===== config.mk =====
export PLATFORM = sky130hd
export DESIGN_NAME = xed_encode_sequencer
export DESIGN_NICKNAME = d
export VERILOG_FILES = /design/src/rtl/xed_pkg.sv /design/src/rtl/xed_stripe_buf.sv /design/src/rtl/xed_encode_sequencer.sv
export SDC_FILE = /design/constraint.sdc
export NUM_CORES = 2
export LEC_CHECK = 0
export BUFFER_PORTS_ARGS = -buffer_cell sky130_fd_sc_hd__buf_2
export CORE_AREA = 2 2 727 729
export DETAILED_ROUTE_END_ITERATION = 10
export DIE_AREA = 0 0 729 731
export GPL_TIMING_DRIVEN = 0
export PLACE_DENSITY = 0.3
export SYNTH_ARGS = -nofsm -noshare
export SYNTH_HDL_FRONTEND = slang
export SYNTH_SLANG_ARGS = --single-unit
export TNS_END_PERCENT = 20

===== constraint.sdc =====
create_clock -name clk -period 4.6 [get_ports clk]
set_input_delay 0 -clock clk [delete_from_list [all_inputs] [get_ports clk]]
set_output_delay 0 -clock clk [all_outputs]
set_load 0.005 [all_outputs]

===== src/rtl/xed_pkg.sv =====
// Shared constants and FSM state type for the XED stripe encode sequencer.
package xed_pkg;

  localparam int unsigned NUM_CHIPS = 8;
  localparam int unsigned CHIP_W    = 128;
  localparam int unsigned GROUP_W   = 64;
  localparam int unsigned CRC_W     = 8;

  typedef enum logic [2:0] {
    ST_COLLECT = 3'd0,
    ST_DRAIN   = 3'd1,
    ST_LAUNCH  = 3'd2,
    ST_WAIT    = 3'd3,
    ST_HOLD    = 3'd4
  } xed_seq_state_t;

endpackage


===== src/rtl/xed_stripe_buf.sv =====
// Stripe register file: one CHIP_W entry per chip, single write port,
// whole stripe presented on a flat read bus.
module xed_stripe_buf #(
  parameter int unsigned NUM_CHIPS = xed_pkg::NUM_CHIPS,
  parameter int unsigned CHIP_W    = xed_pkg::CHIP_W
) (
  input  logic                          clk,
  input  logic                          rst_n,
  input  logic                          wr_en,
  input  logic [$clog2(NUM_CHIPS)-1:0]  wr_idx,
  input  logic [CHIP_W-1:0]             wr_data,
  output logic [NUM_CHIPS*CHIP_W-1:0]   rd_bus
);

  logic [CHIP_W-1:0] mem_q [NUM_CHIPS];
  logic [CHIP_W-1:0] mem_d [NUM_CHIPS];

  // Next-state of the register file: overwrite the addressed chip on a write.
  always_comb begin
    mem_d = mem_q;
    if (wr_en) begin
      mem_d[wr_idx] = wr_data;
    end
  end

  // Storage flops, cleared on reset.
  always_ff @(posedge clk or negedge rst_n) begin
    if (!rst_n) begin
      for (int unsigned i = 0; i < NUM_CHIPS; i++) begin
        mem_q[i] <= '0;
      end
    end else begin
      mem_q <= mem_d;
    end
  end

  // Flatten the stripe: chip k occupies [CHIP_W*k +: CHIP_W].
  always_comb begin
    rd_bus = '0;
    for (int unsigned i = 0; i < NUM_CHIPS; i++) begin
      rd_bus[CHIP_W*i +: CHIP_W] = mem_q[i];
    end
  end

endmodule


===== src/rtl/xed_encode_sequencer.sv =====
// Collects one stripe of chip beats, launches the XED encoder, captures its
// CRC/parity results and holds them on a ready/valid output.
module xed_encode_sequencer #(
  parameter int unsigned NUM_CHIPS   = xed_pkg::NUM_CHIPS,
  parameter int unsigned CHIP_W      = xed_pkg::CHIP_W,
  parameter int unsigned TAG_W       = 4,
  parameter int unsigned ENC_TIMEOUT = 15
) (
  input  logic                                clk,
  input  logic                                rst_n,
  input  logic                                in_valid,
  output logic                                in_ready,
  input  logic [CHIP_W-1:0]                   in_data,
  input  logic                                in_last,
  input  logic [TAG_W-1:0]                    in_tag,
  output logic                                enc_data_valid,
  output logic [NUM_CHIPS*CHIP_W-1:0]         enc_chip_bus,
  input  logic                                enc_valid,
  input  logic [NUM_CHIPS*xed_pkg::CRC_W-1:0] enc_chip_crc,
  input  logic [2*xed_pkg::GROUP_W-1:0]       enc_simple_par,
  input  logic [2*xed_pkg::GROUP_W-1:0]       enc_wght_par,
  input  logic [xed_pkg::CRC_W-1:0]           enc_simple_crc,
  input  logic [xed_pkg::CRC_W-1:0]           enc_wght_crc,
  output logic                                out_valid,
  input  logic                                out_ready,
  output logic [NUM_CHIPS*xed_pkg::CRC_W-1:0] out_chip_crc,
  output logic [2*xed_pkg::GROUP_W-1:0]       out_simple_par,
  output logic [2*xed_pkg::GROUP_W-1:0]       out_wght_par,
  output logic [xed_pkg::CRC_W-1:0]           out_simple_crc,
  output logic [xed_pkg::CRC_W-1:0]           out_wght_crc,
  output logic [TAG_W-1:0]                    out_tag,
  output logic                                frame_err,
  output logic                                timeout_err,
  output logic [15:0]                         stripe_cnt
);

  import xed_pkg::*;

  localparam int unsigned BEAT_W = $clog2(NUM_CHIPS);
  localparam int unsigned TMO_W  = $clog2(ENC_TIMEOUT + 1);
  localparam logic [BEAT_W-1:0] LAST_BEAT = BEAT_W'(NUM_CHIPS - 1);
  localparam logic [TMO_W-1:0]  TMO_MAX   = TMO_W'(ENC_TIMEOUT);

  xed_seq_state_t                    state_q, state_d;
  logic [BEAT_W-1:0]                 beat_cnt_q, beat_cnt_d;
  logic [TMO_W-1:0]                  tmo_cnt_q, tmo_cnt_d;
  logic [TAG_W-1:0]                  tag_q, tag_d;
  logic                              in_ready_q, in_ready_d;
  logic                              enc_data_valid_q, enc_data_valid_d;
  logic                              out_valid_q, out_valid_d;
  logic [NUM_CHIPS*CRC_W-1:0]        out_chip_crc_q, out_chip_crc_d;
  logic [2*GROUP_W-1:0]              out_simple_par_q, out_simple_par_d;
  logic [2*GROUP_W-1:0]              out_wght_par_q, out_wght_par_d;
  logic [CRC_W-1:0]                  out_simple_crc_q, out_simple_crc_d;
  logic [CRC_W-1:0]                  out_wght_crc_q, out_wght_crc_d;
  logic [TAG_W-1:0]                  out_tag_q, out_tag_d;
  logic                              frame_err_q, frame_err_d;
  logic                              timeout_err_q, timeout_err_d;
  logic [15:0]                       stripe_cnt_q, stripe_cnt_d;

  logic accept;
  logic buf_wr_en;

  xed_stripe_buf #(
    .NUM_CHIPS (NUM_CHIPS),
    .CHIP_W    (CHIP_W)
  ) u_stripe_buf (
    .clk     (clk),
    .rst_n   (rst_n),
    .wr_en   (buf_wr_en),
    .wr_idx  (beat_cnt_q),
    .wr_data (in_data),
    .rd_bus  (enc_chip_bus)
  );

  assign accept = in_valid && in_ready_q;

  // Sequencer next-state: beat collection, encoder launch/wait and result hold.
  always_comb begin
    state_d          = state_q;
    beat_cnt_d       = beat_cnt_q;
    tmo_cnt_d        = tmo_cnt_q;
    tag_d            = tag_q;
    out_chip_crc_d   = out_chip_crc_q;
    out_simple_par_d = out_simple_par_q;
    out_wght_par_d   = out_wght_par_q;
    out_simple_crc_d = out_simple_crc_q;
    out_wght_crc_d   = out_wght_crc_q;
    out_tag_d        = out_tag_q;
    stripe_cnt_d     = stripe_cnt_q;
    frame_err_d      = 1'b0;
    timeout_err_d    = 1'b0;
    buf_wr_en        = 1'b0;

    unique case (state_q)
      ST_COLLECT: begin
        if (accept) begin
          buf_wr_en = 1'b1;
          if (beat_cnt_q == '0) begin
            tag_d = in_tag;
          end
          if (in_last) begin
            beat_cnt_d = '0;
            if (beat_cnt_q == LAST_BEAT) begin
              state_d = ST_LAUNCH;
            end else begin
              frame_err_d = 1'b1;
            end
          end else if (beat_cnt_q == LAST_BEAT) begin
            frame_err_d = 1'b1;
            beat_cnt_d  = '0;
            state_d     = ST_DRAIN;
          end else begin
            beat_cnt_d = beat_cnt_q + BEAT_W'(1);
          end
        end
      end
      ST_DRAIN: begin
        if (accept && in_last) begin
          state_d = ST_COLLECT;
        end
      end
      ST_LAUNCH: begin
        tmo_cnt_d = '0;
        state_d   = ST_WAIT;
      end
      ST_WAIT: begin
        if (enc_valid) begin
          out_chip_crc_d   = enc_chip_crc;
          out_simple_par_d = enc_simple_par;
          out_wght_par_d   = enc_wght_par;
          out_simple_crc_d = enc_simple_crc;
          out_wght_crc_d   = enc_wght_crc;
          out_tag_d        = tag_q;
          state_d          = ST_HOLD;
        end else if (tmo_cnt_q == TMO_MAX) begin
          timeout_err_d = 1'b1;
          state_d       = ST_COLLECT;
        end else begin
          tmo_cnt_d = tmo_cnt_q + TMO_W'(1);
        end
      end
      ST_HOLD: begin
        if (out_ready) begin
          stripe_cnt_d = stripe_cnt_q + 16'd1;
          state_d      = ST_COLLECT;
        end
      end
      default: begin
        state_d = ST_COLLECT;
      end
    endcase

    // Handshake strobes are registered from the next state so they line up
    // with the state they belong to without a combinational decode.
    in_ready_d       = (state_d == ST_COLLECT) || (state_d == ST_DRAIN);
    enc_data_valid_d = (state_d == ST_LAUNCH);
    out_valid_d      = (state_d == ST_HOLD);
  end

  // Sequencer state, counters and registered outputs.
  always_ff @(posedge clk or negedge rst_n) begin
    if (!rst_n) begin
      state_q          <= ST_COLLECT;
      beat_cnt_q       <= '0;
      tmo_cnt_q        <= '0;
      tag_q            <= '0;
      in_ready_q       <= 1'b0;
      enc_data_valid_q <= 1'b0;
      out_valid_q      <= 1'b0;
      out_chip_crc_q   <= '0;
      out_simple_par_q <= '0;
      out_wght_par_q   <= '0;
      out_simple_crc_q <= '0;
      out_wght_crc_q   <= '0;
      out_tag_q        <= '0;
      frame_err_q      <= 1'b0;
      timeout_err_q    <= 1'b0;
      stripe_cnt_q     <= '0;
    end else begin
      state_q          <= state_d;
      beat_cnt_q       <= beat_cnt_d;
      tmo_cnt_q        <= tmo_cnt_d;
      tag_q            <= tag_d;
      in_ready_q       <= in_ready_d;
      enc_data_valid_q <= enc_data_valid_d;
      out_valid_q      <= out_valid_d;
      out_chip_crc_q   <= out_chip_crc_d;
      out_simple_par_q <= out_simple_par_d;
      out_wght_par_q   <= out_wght_par_d;
      out_simple_crc_q <= out_simple_crc_d;
      out_wght_crc_q   <= out_wght_crc_d;
      out_tag_q        <= out_tag_d;
      frame_err_q      <= frame_err_d;
      timeout_err_q    <= timeout_err_d;
      stripe_cnt_q     <= stripe_cnt_d;
    end
  end

  assign in_ready       = in_ready_q;
  assign enc_data_valid = enc_data_valid_q;
  assign out_valid      = out_valid_q;
  assign out_chip_crc   = out_chip_crc_q;
  assign out_simple_par = out_simple_par_q;
  assign out_wght_par   = out_wght_par_q;
  assign out_simple_crc = out_simple_crc_q;
  assign out_wght_crc   = out_wght_crc_q;
  assign out_tag        = out_tag_q;
  assign frame_err      = frame_err_q;
  assign timeout_err    = timeout_err_q;
  assign stripe_cnt     = stripe_cnt_q;

endmodule

# [Word-level counts from Yosys, hierarchy flattened]
# Cells that the tools add are included.
[word_totals] register_bits=1399 inputBits=474 out_inout_bits=1385 word_cells=81
[classes] addsub=3 order_cmp=2 n_eq_ne=11 n_mux=27 bitwise_logic=1 reduce_logical=13
[ops] operator="$bwmux W1024" count=1
[ops] operator="$demux W128 S3" count=1
[ops] operator="$mux W128" count=1
[ops] operator="$mux W3" count=10
[ops] operator="$add A16 B1 Y16 const B" count=1
[ops] operator="$pmux W3 S5" count=1
[ops] operator="$mux W1" count=10
[ops] operator="$eq A3 B2 Y1 const B" count=3
[ops] operator="$eq A3 B3 Y1 const B" count=3
[ops] operator="$logic_not A3 Y1" count=3
[ops] operator="$mux W4" count=2
[ops] operator="$pmux W4 S2" count=1
[ops] operator="$eq A3 B1 Y1 const B" count=2
[ops] operator="$reduce_and A2 Y1" count=3
[ops] operator="$reduce_and A3 Y1" count=2
[ops] operator="$add A4 B1 Y4 const B" count=1
[ops] operator="$eq A4 B4 Y1 const B" count=1
[ops] operator="$ge A4 B4 Y1 const B" count=1
[ops] operator="$lt A4 B1 Y1 const B" count=1
[ops] operator="$ne A2 B2 Y1 const B" count=2
[ops] operator="$not A3 Y4" count=1
[ops] operator="$add A3 B1 Y3 const B" count=1
[ops] operator="$logic_and A1 B1 Y1" count=3
[ops] operator="$reduce_bool A2 Y1" count=1
[ops] operator="$logic_or A1 B1 Y1" count=1

# [Longest topological paths before layout]
[logic_depth] depth_word=7 mapped_depth=7 depth_no_buf=5

# [Hierarchy]
# From an unflattened synthesis, not the netlist that was laid out.
[hier_totals] cells_unflattened=3019 area_unflattened_um2=52293.9
[by_module_without_submodules] module="xed_stripe_buf" n_inst=1 cells_each=2168 area_each_um2=38120.3 seq_area_each_um2=25624.6
[by_module_without_submodules] module="xed_encode_sequencer" n_inst=1 cells_each=851 area_each_um2=14173.6 seq_area_each_um2=9384.0

# [Worst setup path after synthesis]
# OpenSTA, ideal clock, no wires.
[synth_timing] path_kind="register to register" startpoint="reg state_q[1]" endpoint="reg u_stripe_buf.mem_q, in the netlist u_stripe_buf.rd_bus[747]" setup_ns=0.125 arrival_time_ns=2.129 required_ns=4.475 path_slack_ns=2.347 stages_incl_launch_ff=6 n_path_buf=2 period_less_slack_ns=2.253 cell_sequence="dfrtp_1 nor4_1 and4_1 buf_2 buf_4 mux2_2"
[synth_via] elab_chain_cells=2
[synth_rtl] element="from (decl)" line="xed_encode_sequencer.sv:44" rtl="xed_seq_state_t state_q, state_d;"
[synth_rtl] element="from (signal assigned)" line="xed_encode_sequencer.sv:181" rtl="state_q <= state_d;"
[synth_rtl] element="$logic_not A3 Y1" line="xed_encode_sequencer.sv:95" rtl="unique case (state_q)"
[synth_rtl] element="$mux W1" line="xed_encode_sequencer.sv:95"
[synth_rtl] element="to (signal assigned)" line="xed_stripe_buf.sv:33" rtl="mem_q <= mem_d;"
[synth_rtl] element="to (decl)" line="xed_stripe_buf.sv:15" rtl="logic [CHIP_W-1:0] mem_q [NUM_CHIPS];"
# Every way passes these cells.
# A chain may end at the register's enable or synchronous reset.

# [Final worst setup path]
[layout_timing] startpoint="reg state_q[1]" endpoint="reg u_stripe_buf.mem_q, in the netlist u_stripe_buf.rd_bus[346]"
# Same word-level chain as after synthesis.

==> run summary <==
The final-stage net count is 6382. The power consumption came out at 55.4 mW. The critical path class is reg2reg.

The final weighted congestion of routability-driven global placement is 0.867. After clock tree synthesis, the clock-pin slew on the worst setup and hold paths is 70 ps. The endpoint identified for the worst register-to-register timing path is u_stripe_buf.rd_bus[346].

The worst endpoint required time came out at 5330 ps. The first-pass GRT wire length came out at 458000 µm. The number of buffers on the longest clock path came out at 4. The number of nets in the synthesized netlist came out at 3504. Traced cell by cell, the critical path runs through or4_1, buf_2, nor4_1, buf_2, buf_2, mux2_2.

The count of input and output buffers is 1858. Setup violations remaining at the end of the flow were counted as 0. The initial core utilization is 10.1%. The startpoint identified for the worst hold timing path is enc_wght_par[107]. Measured along the x axis, the die boundary spans 729 µm. The shortest clock period the worst path allows after layout is 3990 ps. The setup slack after layout is 605 ps. The average detailed-routed wire length per instance is 27.6 µm.

The analysis attributes to cell leakage a power of 42.0 nW. The final clock skew is 78.2 ps. sky130_fd_sc_hd__dfrtp_1 takes more of the synthesized area than any other cell. For this run, the number of Yosys warnings is 0.

The number of cells produced by synthesis came out at 3025. The maximum resistive drop on vdd came out at 309 µV. The number of remaining DRC errors is 0.

The count of different cell masters after synthesis is 35. The depth of the most critical reg-to-reg path is 6. By area the synthesized netlist is led by sky130_fd_sc_hd__dfrtp_1 (66%), sky130_fd_sc_hd__mux2_2 (24%), sky130_fd_sc_hd__mux2_4 (6.8%). The worst min-delay path endpoint is out_wght_par[107]. The first detailed-routing pass ran for 4 iterations.

The count of antenna-violating nets left after detailed routing came out at 0. Averaged over all synthesized cells, the footprint is 17.5 µm². The leading register cell type out of synthesis is sky130_fd_sc_hd__dfrtp_1. The total overflow reported by the global router came out at 0. The worst-case setup slack after placement came out at 453 ps. The initial antenna violation count is 188.

The met2 global-route usage came out at 22.3%. The H-tree was split into 4 levels. Summed over all nets, the half-perimeter wirelength after detailed placement is 295000 µm.

The summed negative setup slack over all endpoints is 0 ps. The startpoint identified for the worst register-to-register timing path is state_q[1]. Of the available clock period, the critical path in the final layout requires 86.8%. For met1 alone, demand over resource in global routing was 15.3%. The via count of the first global-routing pass was 42200. The iteration-0 DRC count of the detailed router came out at 1579. The setup check on the worst reg-to-reg path leaves a slack of 610 ps. The worst slew margin relative to its limit came out at 12.8%.

For this run, global-route usage on met3 was measured as 4.71%. The power density normalized to cell area came out at 641 nW/µm². In this run the count of I/O pins placed on the die edge is 1859. The later pin in the worst-skew pair is clocked with a latency of 890 ps. The largest net degree at the start of global routing is 148. For this run, the number of standard cells in the final layout without fillers is 13100. The most numerous cell type found on the critical path is sky130_fd_sc_hd__buf_2. The fraction of final layout cells with drive strength greater than 1 came out at 60.8%. The number of vias per cell after detailed routing came out at 3.00. The vertical die dimension came out at 731 µm.

The delay of the slowest cell on the worst path is 930 ps. The clock tree from TritonCTS is done. The placeable core region came out at 526000 µm². The total detailed-routing wirelength came out at 362000 µm. The path class of the lowest-slack min-delay path is in2reg. The area overhead of the layout relative to synthesis came out at 63.2%. The global-route usage over all layers is 13.1%. STA classifies the critical path endpoint as a flop.

The cell total after placement is 11900. The number of max-cap violations came out at 0. The floorplan row count came out at 267. The post-synthesis async set-or-reset flop share is 100%. The part of the Yosys area used for sequential elements came out at 66.1%. The clock buffer count from CTS came out at 191. The count of instances resized after the clock tree is built came out at 0.

Along the worst path, the maximum fanout reaches 16. The count of hold buffers inserted by post-cts repair came out at 813. The highest clock rate came out at 250 MHz. The flop and latch count out of synthesis came out at 1399. The worst hold path stage count came out at 3. The routed via count came out at 39400. The number of enable flip-flop cells after synthesis came out at 0. The transition time at the pin with the least slew margin is 1310 ps.

Cells fill 16.4% of the core in the end. The post-synthesis cell area is 53000 µm². STA puts the critical path data arrival time at 4720 ps. The number of clock sinks seen by CTS is 1399. For this design, the slowest cell found on the critical path is sky130_fd_sc_hd__buf_2. The global routing stage identified its most utilized layer as met2. The worst setup path is launched from a flop. The overall die area is 533000 µm². Setup repair after global routing left no endpoint under its margin. The run finished with clean final reports. The final count of hold timing violations came to 0. The area share of the largest cell type after synthesis is 66.1%. The buffer cell driving the clock tree root is sky130_fd_sc_hd__clkbuf_16. The max-slew violation count is 0.

The post-CTS setup buffer count came out at 0.
## cells in the mapped netlist, drive strengths merged, types with 2 or more instances
master / number
dfrtp: 1399
mux2: 1370
buf: 111
clkbuf: 43
xnor2: 14
nand4: 11
nand2: 10
nor2: 10
nand3: 7
o21ai: 6
and4: 5
ha: 5
a21oi: 4
a22o: 3
nand3b: 3
nor4: 3
or4: 3
and3: 2
inv: 2
nor2b: 2
xor2: 2
## worst max-delay path, delay by kind of cell, from the launching register on
family	cells	cell delay [ps]
buffers and inverters	3	2060
DFF	1	450
muxes	1	410
and+or+nand+nor	2	830
## cell type report
cell class	instances	area, µm²
fillers	58400	440000
flip-flops and latches	1399	35000
repair buffers	2685	17800
multi-input cells	1470	17000
well taps	6994	8750
clock buffers	275	5690
clock inverters	63	956
plain buffers	154	956
diodes	96	240
inverters	2	7.51
## worst max path at each step
stage,start,to,slack (ps)
6_report,state_q[1],u_stripe_buf.rd_bus[346],610
5_1_grt,state_q[1],u_stripe_buf.rd_bus[346],360
4_1_cts,state_q[1],u_stripe_buf.rd_bus[346],420
3_5_place_dp,state_q[1],u_stripe_buf.rd_bus[340],450
3_3_place_gp,rst_n,out_simple_par[76],-31260
2_1_floorplan,state_q[1],u_stripe_buf.rd_bus[747],2350
## state kept, by name, summed over array words and instances, names as in the netlist, 4 cells and up
name,flops
out_simple_par,128
u_stripe_buf.rd_bus,1024
out_tag,4
tag_q,4
out_wght_par,128
out_chip_crc,64
tmo_cnt_q,4
out_wght_crc,8
stripe_cnt,16
out_simple_crc,8
## routing by layer
metal  share of wire (%)  vias up
li1                    -    16700
met1                  40    20500
met2                  48     1681
met3                 8.7      473
met4                 3.4       66
met5                0.12        -
## placed cells by master (no fill, tap or decap), drive strengths merged
cell / synthesis / routed
buf: 111 / 1984
dfrtp: 1399 / 1399
mux2: 1370 / 1370
dlygate4sd3: 0 / 812
clkbuf: 43 / 318
diode: 0 / 96
clkinv: 0 / 34
bufinv: 0 / 18
xnor2: 14 / 14
nand4: 11 / 11
nor2: 10 / 10
nand2: 10 / 10
nand3: 7 / 7
inv: 2 / 7
o21ai: 6 / 6
clkinvlp: 0 / 6
and4: 5 / 5
ha: 5 / 5
a21oi: 4 / 4
nor4: 3 / 3
nand3b: 3 / 3
a22o: 3 / 3
or4: 3 / 3
nor2b: 2 / 2
and3: 2 / 2
xor2: 2 / 2
a311o: 1 / 1
a31oi: 1 / 1
a31o: 1 / 1
nand2b: 1 / 1
a21o: 1 / 1
nor3b: 1 / 1
nor4bb: 1 / 1
nor3: 1 / 1
and2: 1 / 1
and4b: 1 / 1
## cell families (layout without fill, tap and decap cells)
family / after synthesis / count (layout) / synth area share (%)
DFF: 1399 / 1399 / 66.1
muxes: 1370 / 1370 / 30.8
buffers and inverters: 156 / 3179 / 1.81
and+or+nand+nor: 62 / 62 / 0.687
AOI/OAI and AO/OA: 17 / 17 / 0.206
xor gates and xnor gates: 16 / 16 / 0.265
adders and majority gates: 5 / 5 / 0.118
other: 0 / 96 / 0
## power breakdown
part | internal (mW) | total [mW] | switching [mW]
clock network | 9.59 | 15.9 | 6.33
registers | 17.3 | 20.2 | 2.94
logic | 9.21 | 19.2 | 10.0
## stage by stage
step                hold WS, ps  area, µm²
floorplan                  -296      53000
global placement            233      71000
detailed placement         9.13      71400
CTS                        2.36      86200
global route               36.1      86300
finish                     70.0      86400
Note: power is estimated with default switching activity, not from simulation.
